[config.mk]
export PLATFORM = sky130hd
export DESIGN_NAME = cg_rvarch_instr_encoder
export DESIGN_NICKNAME = d
export VERILOG_FILES = /design/src/rtl/cg_rvarch_instr_encoder.sv
export SDC_FILE = /design/constraint.sdc
export NUM_CORES = 1
export LEC_CHECK = 0
export ABC_CLOCK_PERIOD_IN_PS = 6830
export BUFFER_PORTS_ARGS = -buffer_cell sky130_fd_sc_hd__buf_2
export CAP_MARGIN = 10
export CORE_MARGIN = 5
export CORE_UTILIZATION = 29
export CTS_CLUSTER_DIAMETER = 80
export DETAILED_ROUTE_END_ITERATION = 8
export MAX_ROUTING_LAYER = met4
export PLACE_DENSITY = 0.53
export SLEW_MARGIN = 20
export SYNTH_ARGS = -nofsm -noshare
export SYNTH_HDL_FRONTEND = slang
export SYNTH_SLANG_ARGS = --single-unit
[constraint.sdc]
create_clock -name i_clk -period 6.83 [get_ports i_clk]
set_clock_uncertainty 0.1 [all_clocks]
set_input_delay 1.7075 -clock i_clk [delete_from_list [all_inputs] [get_ports i_clk]]
set_output_delay 1.7075 -clock i_clk [all_outputs]
set_load 0.005 [all_outputs]
[src/rtl/cg_rvarch_instr_encoder.sv]
// ============================================================================
// Module   : cg_rvarch_instr_encoder
// Brief    : Streaming RV32 instruction encoder with LI -> LUI/ADDI expansion.
//            Optional macro CG_RVARCH_ENC_CHECK_EN enables immediate checks.
// Revision : 1.0 - initial release
// ============================================================================
`default_nettype none

module cg_rvarch_instr_encoder #(
  parameter int          INSTR_WIDTH = 32,
  parameter logic [2:0]  ADDI_FUNCT3 = 3'b000
) (
  input  logic                   i_clk,
  input  logic                   i_rst,
  input  logic                   i_req_valid,
  output logic                   o_req_ready,
  input  logic [2:0]             i_req_fmt,
  input  logic [6:0]             i_req_opcode,
  input  logic [4:0]             i_req_rd,
  input  logic [4:0]             i_req_rs1,
  input  logic [4:0]             i_req_rs2,
  input  logic [2:0]             i_req_funct3,
  input  logic [6:0]             i_req_funct7,
  input  logic [31:0]            i_req_imm,
  output logic                   o_instr_valid,
  input  logic                   i_instr_ready,
  output logic [INSTR_WIDTH-1:0] o_instr,
  output logic                   o_instr_last,
  output logic                   o_err
);

  localparam logic [6:0] c_op_imm = 7'b0010011;
  localparam logic [6:0] c_op_lui = 7'b0110111;

  localparam logic [2:0] c_fmt_r  = 3'd0;
  localparam logic [2:0] c_fmt_i  = 3'd1;
  localparam logic [2:0] c_fmt_s  = 3'd2;
  localparam logic [2:0] c_fmt_b  = 3'd3;
  localparam logic [2:0] c_fmt_u  = 3'd4;
  localparam logic [2:0] c_fmt_j  = 3'd5;
  localparam logic [2:0] c_fmt_li = 3'd6;

  typedef enum logic [1:0] {
    IDLE       = 2'd0,
    HOLD_FIRST = 2'd1,
    HOLD_LAST  = 2'd2
  } state_t;

  state_t                 r_state;
  logic                   r_valid;
  logic                   r_last;
  logic                   r_err;
  logic [INSTR_WIDTH-1:0] r_instr;
  logic [INSTR_WIDTH-1:0] r_pend;

  logic [INSTR_WIDTH-1:0] w_word0;
  logic [INSTR_WIDTH-1:0] w_word1;
  logic                   w_two;
  logic                   w_err;
  logic                   w_fits12;
  logic [19:0]            w_li_hi;
  logic                   w_req_ready;

  assign w_fits12 = (i_req_imm[31:11] == {21{i_req_imm[11]}});
  // Rounding the upper part up compensates for ADDI sign-extending the low 12 bits.
  assign w_li_hi  = i_req_imm[31:12] + {19'd0, i_req_imm[11]};

  always_comb begin
    w_word0 = '0;
    w_word1 = '0;
    w_two   = 1'b0;
    case (i_req_fmt)
      c_fmt_i:
        w_word0 = {i_req_imm[11:0], i_req_rs1, i_req_funct3, i_req_rd, i_req_opcode};
      c_fmt_s:
        w_word0 = {i_req_imm[11:5], i_req_rs2, i_req_rs1, i_req_funct3,
                   i_req_imm[4:0], i_req_opcode};
      c_fmt_b:
        w_word0 = {i_req_imm[12], i_req_imm[10:5], i_req_rs2, i_req_rs1, i_req_funct3,
                   i_req_imm[4:1], i_req_imm[11], i_req_opcode};
      c_fmt_u:
        w_word0 = {i_req_imm[31:12], i_req_rd, i_req_opcode};
      c_fmt_j:
        w_word0 = {i_req_imm[20], i_req_imm[10:1], i_req_imm[11], i_req_imm[19:12],
                   i_req_rd, i_req_opcode};
      c_fmt_li: begin
        if (w_fits12) begin
          w_word0 = {i_req_imm[11:0], 5'd0, ADDI_FUNCT3, i_req_rd, c_op_imm};
        end else begin
          w_word0 = {w_li_hi, i_req_rd, c_op_lui};
          w_word1 = {i_req_imm[11:0], i_req_rd, ADDI_FUNCT3, i_req_rd, c_op_imm};
          w_two   = (i_req_imm[11:0] != 12'd0);
        end
      end
      // R format, and the illegal code 7 when it is not rejected
      default:
        w_word0 = {i_req_funct7, i_req_rs2, i_req_rs1, i_req_funct3, i_req_rd, i_req_opcode};
    endcase
  end

`ifdef CG_RVARCH_ENC_CHECK_EN
  logic w_fits13;
  logic w_fits21;

  assign w_fits13 = (i_req_imm[31:12] == {20{i_req_imm[12]}});
  assign w_fits21 = (i_req_imm[31:20] == {12{i_req_imm[20]}});

  always_comb begin
    w_err = 1'b0;
    case (i_req_fmt)
      c_fmt_i, c_fmt_s: w_err = !w_fits12;
      c_fmt_b:          w_err = !w_fits13 || i_req_imm[0];
      c_fmt_j:          w_err = !w_fits21 || i_req_imm[0];
      c_fmt_u:          w_err = (i_req_imm[11:0] != 12'd0);
      3'd7:             w_err = 1'b1;
      default:          w_err = 1'b0;
    endcase
  end
`else
  assign w_err = 1'b0;
`endif

  assign w_req_ready = (r_state == IDLE) || ((r_state == HOLD_LAST) && i_instr_ready);

  always_ff @(posedge i_clk) begin
    if (i_rst) begin
      r_state <= IDLE;
      r_valid <= 1'b0;
      r_last  <= 1'b0;
      r_err   <= 1'b0;
      r_instr <= '0;
      r_pend  <= '0;
    end else begin
      r_err <= 1'b0;
      if (r_state == HOLD_FIRST) begin
        if (i_instr_ready) begin
          r_instr <= r_pend;
          r_last  <= 1'b1;
          r_state <= HOLD_LAST;
        end
      end else if (w_req_ready) begin
        if (i_req_valid && !w_err) begin
          r_valid <= 1'b1;
          r_instr <= w_word0;
          r_pend  <= w_word1;
          r_last  <= !w_two;
          r_state <= w_two ? HOLD_FIRST : HOLD_LAST;
        end else begin
          // Nothing new to present: any finished word is dropped, a bad request pulses o_err
          r_valid <= 1'b0;
          r_state <= IDLE;
          r_err   <= i_req_valid;
        end
      end
    end
  end

  assign o_req_ready   = w_req_ready;
  assign o_instr_valid = r_valid;
  assign o_instr       = r_instr;
  assign o_instr_last  = r_last;
  assign o_err         = r_err;

endmodule

`default_nettype wire

==> metrics.csv <==
stage,metric,value,unit
drt,DR pass1 iterations,5,
global_routing,Total GRT Usage,17.9,%
worst_setup_path,FF-to-FF Start,r_state[0],
timing,Slew @ Worst Pin,1.01,ns
drt,WL met2,5960,um
global_routing,aggregate global routing overflow,0,
placement,Final GP Congestion,0.886,
finish,"commonest non-fill, non-tap cells in the layout","105 x buf_2, 54 x dfxtp_1, 33 x nor2_1, 33 x nand2_1, 26 x o21ai_0",
placement,Post-Place Cells,619,
power_and_ir_drop,PwrDens,188,mW/mm^2
placement,placed cell area,0.00395,mm^2
finish,"commonest non-fill, non-tap cell in the layout",buf_2,
timing,Setup TNS,0,ns
timing,worst rel slew slack,32.3,%
timing,final hold viol count,0,
timing,worst hold margin,0.356,ns
drt,vias per cell,5.75,
die,Initial Util,29.6,%
finish,"Design Area, Final",0.00409,mm^2
global_routing,initial antenna violation count,0,
finish,# nets final,556,
timing,maximum clock frequency,241,MHz
worst_setup_path,CP Capture Type,primary output,
cts,CTS HTree Levels,2,
cts,clock root cell,clkbuf_16,
die,I/O pin total,107,
global_routing,largest net degree at the start of global routing,37,
drt,final WL,12500,um
worst_hold_path,worst hold start,o_instr[12],
drt,initial detailed-routing violation count,267,
drt,routed via count,3605,
die,core box area,0.0114,mm^2
placement,port bufs,105,
synth,synth unique cells,60,
placement,HPWL Detailed,9180,um
synth,Yosys reg bits,54,
synth,Post-synth EDFFs,0,
synth,Yosys warning count,0,
power_and_ir_drop,maximum VDD drop,102,uV
cts,later-pin clock latency in the skew report,0.29,ns
synth,register area share after synthesis,32.2,%
timing,final setup vio count,0,
timing,Period minus WS final,4.14,ns
drt,met3 wire len,588,um
cts,CTS tree,yes,
finish,"number of standard cells in the layout, taps in and fillers out",627,
die,Site Rows,39,
power_and_ir_drop,Static Leak,1.68,nW
synth,Synth Area per Inst,8.43,um^2
synth,syn nets,472,
finish,area growth from synthesis to layout,21.6,%
worst_hold_path,Worst Hold Class,flip-flop to flip-flop,
finish,share of cells above drive strength 1,28.1,%
worst_setup_path,WP data required,5.02,ns
flow_run,max-cap viol count,0,
worst_setup_path,Worst R2R Setup Slack,4.28,ns
drt,drt drc,0,
worst_setup_path,startpoint types,input port,
outcome,status,completed,
cts,CTS sink cnt,54,
cts,CTS resizes,0,
cts,"CTS clk-pin slew, worst paths",0.07,ns
worst_setup_path,crit path max fanout,5,
drt,met1 WL,5890,um
die,Die X,118,um
finish,# fillers,1209,
cts,# hold bufs at CTS,0,
global_routing,number of global-route vias before repair,3441,
cts,CTS Buffer Depth,2,
synth,Gate Count Post-Synth,399,
worst_setup_path,Worst EP arrival,2.34,ns
die,Die H,118,um
synth,Mapped Area,0.00336,mm^2
synth,top_reg_cell synth,dfxtp_1,
die,Die ar.,0.0138,mm^2
drt,routed length per placed instance,20.0,um
timing,final max-slew violation count,0,
cts,number of setup buffers added after CTS,0,
power_and_ir_drop,Final Power,0.000768,W
drt,Final ANT Viol Nets,0,
drt,top sig layer,met4,
worst_setup_path,Worst Setup SP,i_instr_ready,
worst_setup_path,crit path kind,input port to primary output,
global_routing,wire length of the first global-routing pass,19800,um
timing,RSZ-0062 raised after global routing,no,
timing,Final Cycle Share,60.7,%
synth,post-synthesis async set-or-reset flop share,0,%
cts,CTS Buf Count,5,
finish,# diodes,0,
-- where the power goes --
group | total (W) | internal [W] | switching [W] | leakage (nW)
clock | 0.000256 | 0.000137 | 0.000120 | 0.0708
sequential | 0.000344 | 0.000333 | 0.0000108 | 0.442
combinational | 0.000167 | 0.0000703 | 0.0000971 | 1.17
-- cell families after synthesis --
group           synth area share, %
compound gates                 32.6
xor+xnor                       4.69
fa+ha+maj                      1.04
buf+inv                        5.25
flops                          32.2
mux                            5.02
other cells                   0.112
simple gates                   19.2
-- worst paths after layout --
kind / to / cells after the start
max reg2reg: o_instr[29] / 6
max: o_req_ready / 4
min reg2reg: o_instr[12] / 2
min: o_instr[12] / 2
-- sequential cells by signal (all words and copies together) (netlist names) --
register	count
o_instr	32
o_instr_last	1
o_instr_valid	1
r_pend	18
r_state	2
-- area by class of cell --
class	instances	area [um^2]	share of cell area (%)
Clock inverter	2	13.8	0.337
Sequential cell	54	1080	26.4
Timing Repair Buffer	109	556	13.6
Clock buffer	6	129	3.15
Tap cell	143	179	4.38
Inverter	6	22.5	0.551
Multi-Input combinational cell	307	2110	51.6
-- cell usage after synthesis (3+ instances only) --
cell type / instances / area [um^2]
dfxtp_1: 54 / 1080
nand2_1: 33 / 124
nor2_1: 33 / 124
o21ai_0: 26 / 130
a22oi_1: 23 / 173
a22o_1: 22 / 193
clkbuf_1: 22 / 82.6
mux2i_1: 12 / 120
o221ai_1: 12 / 105
nand2b_1: 11 / 68.8
xor2_1: 11 / 96.3
a221oi_1: 10 / 87.6
a21oi_1: 9 / 45.0
o22ai_1: 9 / 56.3
xnor2_1: 7 / 61.3
a21o_1: 6 / 45.0
buf_2: 6 / 30.0
inv_1: 6 / 22.5
nand3_1: 6 / 30.0
nand4_1: 6 / 37.5
nor2b_1: 6 / 37.5
nor3_1: 6 / 30.0
o21a_1: 6 / 45.0
nor4_1: 5 / 31.3
a31oi_1: 4 / 25.0
a211oi_1: 3 / 22.5
buf_6: 3 / 33.8
mux2_2: 3 / 33.8
o221a_2: 3 / 33.8
-- per-stage QoR --
step                      utilization, %  setup slack (ns)
after floorplan                        -              3.01
after global placement              34.7              2.73
after detailed placement            34.7              2.69
after CTS                           36.0              2.70
after global routing                36.0              2.58
final                               36.0              2.69
-- per-layer routing --
metal	vias up	GRT usage, %
met5	-	-
met4	0	3.44
met3	8	2.79
met2	132	27.8
met1	1776	24.8
li1	1689	-
-- worst max-delay path, stage by stage --
cell,delay [ns]
buf_2,0.13
nor2b_1,0.26
nor2_1,0.10
buf_2,0.14
Note: power is estimated with default switching activity, not from simulation.
